[src/rtl/mcpu_boot_ctrl.sv]
// Boot-and-run controller: streams a program image into instruction RAM, zero-fills the rest,
// then releases the MCPU and watches its PC for a halt address or a cycle-budget timeout.
module mcpu_boot_ctrl #(
    parameter int unsigned WORD_SIZE  = 16,
    parameter int unsigned ADDR_SIZE  = 8,
    parameter int unsigned CYC_WIDTH  = 32,
    parameter int unsigned MAX_CYCLES = 100000
) (
    input  logic                 clk_i,
    input  logic                 rst_ni,
    input  logic                 start_i,
    input  logic [ADDR_SIZE-1:0] halt_addr_i,
    input  logic                 ld_valid_i,
    output logic                 ld_ready_o,
    input  logic [WORD_SIZE-1:0] ld_data_i,
    input  logic                 ld_last_i,
    output logic                 mem_we_o,
    output logic [ADDR_SIZE-1:0] mem_addr_o,
    output logic [WORD_SIZE-1:0] mem_wdata_o,
    output logic                 cpu_reset_o,
    input  logic [ADDR_SIZE-1:0] cpu_pc_i,
    output logic                 busy_o,
    output logic                 done_o,
    output logic                 timeout_o,
    output logic [CYC_WIDTH-1:0] cycles_o
);

    typedef enum logic [2:0] {StIdle, StLoad, StFill, StRun, StDone} state_e;

    localparam logic [ADDR_SIZE:0]   LastAddr = {1'b0, {ADDR_SIZE{1'b1}}};
    localparam logic [CYC_WIDTH-1:0] MaxCyc   = CYC_WIDTH'(MAX_CYCLES);

    state_e               state_q, state_d;
    // One extra bit so the fill pass can see "past the end" without wrapping to 0.
    logic [ADDR_SIZE:0]   addr_q, addr_d;
    logic [ADDR_SIZE-1:0] halt_q, halt_d;
    logic                 mem_we_q, mem_we_d;
    logic [ADDR_SIZE-1:0] mem_addr_q, mem_addr_d;
    logic [WORD_SIZE-1:0] mem_wdata_q, mem_wdata_d;
    logic                 done_q, done_d;
    logic                 timeout_q, timeout_d;
    logic [CYC_WIDTH-1:0] cycles_q, cycles_d;

    always_comb begin
        state_d     = state_q;
        addr_d      = addr_q;
        halt_d      = halt_q;
        mem_we_d    = 1'b0;
        mem_addr_d  = mem_addr_q;
        mem_wdata_d = mem_wdata_q;
        done_d      = done_q;
        timeout_d   = timeout_q;
        cycles_d    = cycles_q;
        ld_ready_o  = 1'b0;
        cpu_reset_o = 1'b1;
        busy_o      = 1'b0;

        unique case (state_q)
            StIdle, StDone: begin
                // DONE keeps the CPU out of reset so its state stays observable.
                cpu_reset_o = (state_q == StIdle);
                if (start_i) begin
                    state_d   = StLoad;
                    halt_d    = halt_addr_i;
                    addr_d    = '0;
                    done_d    = 1'b0;
                    timeout_d = 1'b0;
                    cycles_d  = '0;
                end
            end
            StLoad: begin
                ld_ready_o = 1'b1;
                busy_o     = 1'b1;
                if (ld_valid_i) begin
                    mem_we_d    = 1'b1;
                    mem_addr_d  = addr_q[ADDR_SIZE-1:0];
                    mem_wdata_d = ld_data_i;
                    addr_d      = addr_q + 1'b1;
                    if (addr_q == LastAddr) begin
                        state_d = StRun;
                    end else if (ld_last_i) begin
                        state_d = StFill;
                    end
                end
            end
            StFill: begin
                busy_o = 1'b1;
                if (addr_q[ADDR_SIZE]) begin
                    state_d = StRun;
                end else begin
                    mem_we_d    = 1'b1;
                    mem_addr_d  = addr_q[ADDR_SIZE-1:0];
                    mem_wdata_d = '0;
                    addr_d      = addr_q + 1'b1;
                end
            end
            StRun: begin
                cpu_reset_o = 1'b0;
                busy_o      = 1'b1;
                cycles_d    = cycles_q + 1'b1;
                // cycles_q != 0 skips the first RUN cycle, where the PC still holds its reset value.
                if (cpu_pc_i == halt_q && cycles_q != '0) begin
                    done_d  = 1'b1;
                    state_d = StDone;
                end else if (cycles_d == MaxCyc) begin
                    done_d    = 1'b1;
                    timeout_d = 1'b1;
                    state_d   = StDone;
                end
            end
            default: state_d = StIdle;
        endcase
    end

    always_ff @(posedge clk_i or negedge rst_ni) begin
        if (!rst_ni) begin
            state_q     <= StIdle;
            addr_q      <= '0;
            halt_q      <= '0;
            mem_we_q    <= 1'b0;
            mem_addr_q  <= '0;
            mem_wdata_q <= '0;
            done_q      <= 1'b0;
            timeout_q   <= 1'b0;
            cycles_q    <= '0;
        end else begin
            state_q     <= state_d;
            addr_q      <= addr_d;
            halt_q      <= halt_d;
            mem_we_q    <= mem_we_d;
            mem_addr_q  <= mem_addr_d;
            mem_wdata_q <= mem_wdata_d;
            done_q      <= done_d;
            timeout_q   <= timeout_d;
            cycles_q    <= cycles_d;
        end
    end

    assign mem_we_o    = mem_we_q;
    assign mem_addr_o  = mem_addr_q;
    assign mem_wdata_o = mem_wdata_q;
    assign done_o      = done_q;
    assign timeout_o   = timeout_q;
    assign cycles_o    = cycles_q;

endmodule

[config.mk]
export PLATFORM = sky130hd
export DESIGN_NAME = mcpu_boot_ctrl
export DESIGN_NICKNAME = d
export VERILOG_FILES = /design/src/rtl/mcpu_boot_ctrl.sv
export SDC_FILE = /design/constraint.sdc
export NUM_CORES = 1
export LEC_CHECK = 0
export CORE_AREA = 2 2 127 129
export DETAILED_ROUTE_END_ITERATION = 8
export DIE_AREA = 0 0 129 131
export HOLD_SLACK_MARGIN = 0.02
export PLACE_DENSITY_LB_ADDON = 0.15
export SYNTH_ARGS = -nofsm -noshare
export SYNTH_HDL_FRONTEND = slang
export SYNTH_SLANG_ARGS = --single-unit
[constraint.sdc]
create_clock -name clk_i -period 2.63 [get_ports clk_i]
set_input_delay 0.789 -clock clk_i [delete_from_list [all_inputs] [get_ports clk_i]]
set_output_delay 0.789 -clock clk_i [all_outputs]
set_load 0.01 [all_outputs]
==> results.json <==
{
  "slew_violations": 0,
  "drt-initial-drc-count": 270,
  "grt_pass1_wl_um": 23700,
  "worst-path-max-fanout": 8,
  "coreArea_um2": 15600,
  "clockBufferDepth": 2,
  "min_period_ns": 2.54,
  "detailed_place_hpwl_um": 10200,
  "crit_buf_inv": 1,
  "cts_tree": "done",
  "routed_wl_um": 14200,
  "worst_setup_path_end_kind": "primary output",
  "fp-row-count": 46,
  "die_area_um2": 16900,
  "dr_total_vias": 4647,
  "antenna_found_initial": 0,
  "io_pins": 99,
  "fp.dieH_um": 131,
  "clkTransAtPathRegs_ns": 0.06,
  "critPathMaxStageDelay_ns": 0.56,
  "syn_area_um2": 4610,
  "ctsHoldBuffers": 0,
  "status": "complete, no violations",
  "synth_nets": 593,
  "track_usage": 0.177,
  "avgViaCountPerCell": 5.15,
  "maxSlewHeadroom": 0.583,
  "powerDensity_nw_per_um2": 732,
  "initial_core_util": 0.296,
  "crit_required_ns": 1.84,
  "grt_pass1_vias": 4575,
  "io_buffer_count": 98,
  "fillers": 1602,
  "setup_violations": 0,
  "synth.distinct_cells": 56,
  "start_kind": "flip-flop",
  "drt_first_pass_iters": 4,
  "post_cts_buffers": 0,
  "synth_cells": 550,
  "arrival_ns": 1.75,
  "rsz0062_at_grt": "false",
  "crit_path_top_delay_cell": "clkdlybuf4s50_1",
  "hold_viol": 0,
  "antennaDiodeCount": 0,
  "clk_latency_ns": 0.34,
  "fin_ws_ns": 0.0883,
  "cts_root_buffer": "clkbuf_16",
  "syn2layout_area_growth_pct": 42.1,
  "period_share": 0.966,
  "ys_warn_count": 0,
  "final_nets": 724,
  "criticalPathCategory": "flip-flop to primary output",
  "max-cap-violations": 0,
  "ys_ff_latch": 79,
  "synth_ff_type": "dfrtp_1",
  "ant_nets": 0,
  "dieWidth_um": 129,
  "gp_congestion": 0.905,
  "numClockSinks": 79,
  "fin_setup_tns_ns": 0,
  "synth_top_cell_by_area": "dfrtp_1",
  "seq_area_frac_synth": 0.429,
  "htreeDepth": 3,
  "synth_top_area_share": 0.429,
  "grt_max_degree": 44,
  "path_cells": "nor2b_2, nor2b_2, clkdlybuf4s50_1",
  "grt-ovfl-total": 0,
  "cpMostUsedCell": "nor2b_2",
  "cts_buffers": 9,
  "hold_class": "input port to async pin",
  "max_slew.worst_pin.slew_ns": 0.610,
  "ir_drop_uv": 427,
  "final-seq-area_um2": 1980,
  "final_layout_size_suffix_gt1_frac": 0.176,
  "ys_async_sr_fraction": 1.00,
  "drc_errors": 0,
  "multi_input_area_um2": 2490,
  "avgSynthCellArea_um2": 8.39,
  "ys_top_cells_by_area": "dfrtp_1 (43%), o21ai_0 (7.8%), nand2_1 (7.3%)",
  "dp_slack_ns": 0.0224,
  "critPathTopFamily": "buffers and inverters",
  "p_leak_nw": 2.80,
  "fmax_ghz": 0.393,
  "finClkSkew_ns": 0.00601,
  "post_drt_wl_per_cell_um": 15.8,
  "synth_edf_count": 0
}
==> synth_stat cells (all sizes together) (4+ instances only) <==
cell / n
mux2: 7
o211ai: 4
nor3: 10
inv: 11
xor2: 10
nor2: 45
a31oi: 10
o21ai: 72
nand2b: 4
clkbuf: 33
o31ai: 8
xnor2: 12
and4: 4
dfrtp: 79
nand2: 90
and2: 4
buf: 10
nand3: 13
o41ai: 4
a21oi: 21
and3: 12
ha: 6
or3: 5
nor4: 15
nand4: 25
==> area by class of cell <==
type | count | area share
Multi-Input combinational cell | 417 | 0.379
Tap cell | 216 | 0.0412
Clock buffer | 12 | 0.0361
Sequential cell | 79 | 0.303
Timing Repair Buffer | 163 | 0.229
Inverter | 11 | 0.00630
Clock inverter | 4 | 0.00496
==> metrics by stage <==
step | cells | total power [mW] | util | area [um2] | hold slack [ns]
floorplan | 550 | 2.74 | - | 4660 | 0.467
global placement | 886 | 3.62 | 0.398 | 6210 | 0.463
detailed placement | 886 | 3.66 | 0.398 | 6210 | 0.470
CTS | 902 | 4.87 | 0.416 | 6480 | 0.435
global route | 902 | 5.17 | 0.420 | 6560 | 0.447
finish | 902 | 4.80 | 0.420 | 6560 | 0.415
==> routing by layer <==
metal  vias to the layer above  part of all wire  wire length, um  global-route usage
met1                      2237              0.46             6550               0.233
met4                         0             0.027              378              0.0691
met5                         -                 0                0                   0
met2                       146              0.45             6390               0.278
li1                       2237                 -                -                   -
met3                        27             0.064              906              0.0497
==> final timing paths <==
path,to,from,cells after the start,slack [ns]
worst max-delay path,ld_ready_o,state_q[0]$_DFFE_PN0P_,3,0.09
worst min-delay path,cycles_o[10]$_DFFE_PN0P_,rst_ni,1,0.42
worst max register to register,state_q[2]$_DFFE_PN0P_,cycles_o[3]$_DFFE_PN0P_,7,0.15
worst min register to register,mem_wdata_o[12]$_DFFE_PN0P_,mem_wdata_o[12]$_DFFE_PN0P_,2,0.48
max in group asynchronous,cycles_o[21]$_DFFE_PN0P_,rst_ni,2,1.60
min in group clk_i,mem_wdata_o[12]$_DFFE_PN0P_,mem_wdata_o[12]$_DFFE_PN0P_,2,0.48
==> cell usage in the layout (no fill, tap or decap), types with 12 or more instances in the layout <==
cell / count
xnor2_1: 12
buf_4: 63
nor4_1: 12
o21ai_0: 72
nor2_1: 42
nand2_1: 89
clkdlybuf4s50_1: 97
nand4_1: 23
dfrtp_1: 73
a21oi_1: 20
==> cell families (layout without fill, tap and decap cells) <==
family	after synthesis	after routing	synth area share
and+or+nand+nor	242	242	0.261
AOI/OAI and AO/OA	139	139	0.183
buffers and inverters	54	190	0.0496
DFF	79	79	0.429
adders and majority gates	6	6	0.0163
muxes	8	8	0.0193
xor gates and xnor gates	22	22	0.0418
==> timing repair <==
action / CTS / global route
pin swaps: 0 / 2
endpoints found under the setup margin: 1 / 8
gates resized for setup: 2 / 18
==> flip-flops by register name (all words and copies together), names as in the netlist <==
register     count
mem_wdata_o     16
halt_q           8
addr_q           9
done_o           1
cycles_o        32
state_q          3
mem_we_o         1
timeout_o        1
mem_addr_o       8
==> power breakdown <==
| part | leakage (nW) | total [mW] | switching (mW) | internal [mW] |
|---|---|---|---|---|
| clock | 0.123 | 1.17 | 0.527 | 0.644 |
| sequential | 1.05 | 1.71 | 0.215 | 1.49 |
| combinational | 1.63 | 1.92 | 1.03 | 0.894 |
No activity file was read; power rests on OpenSTA's default activity.
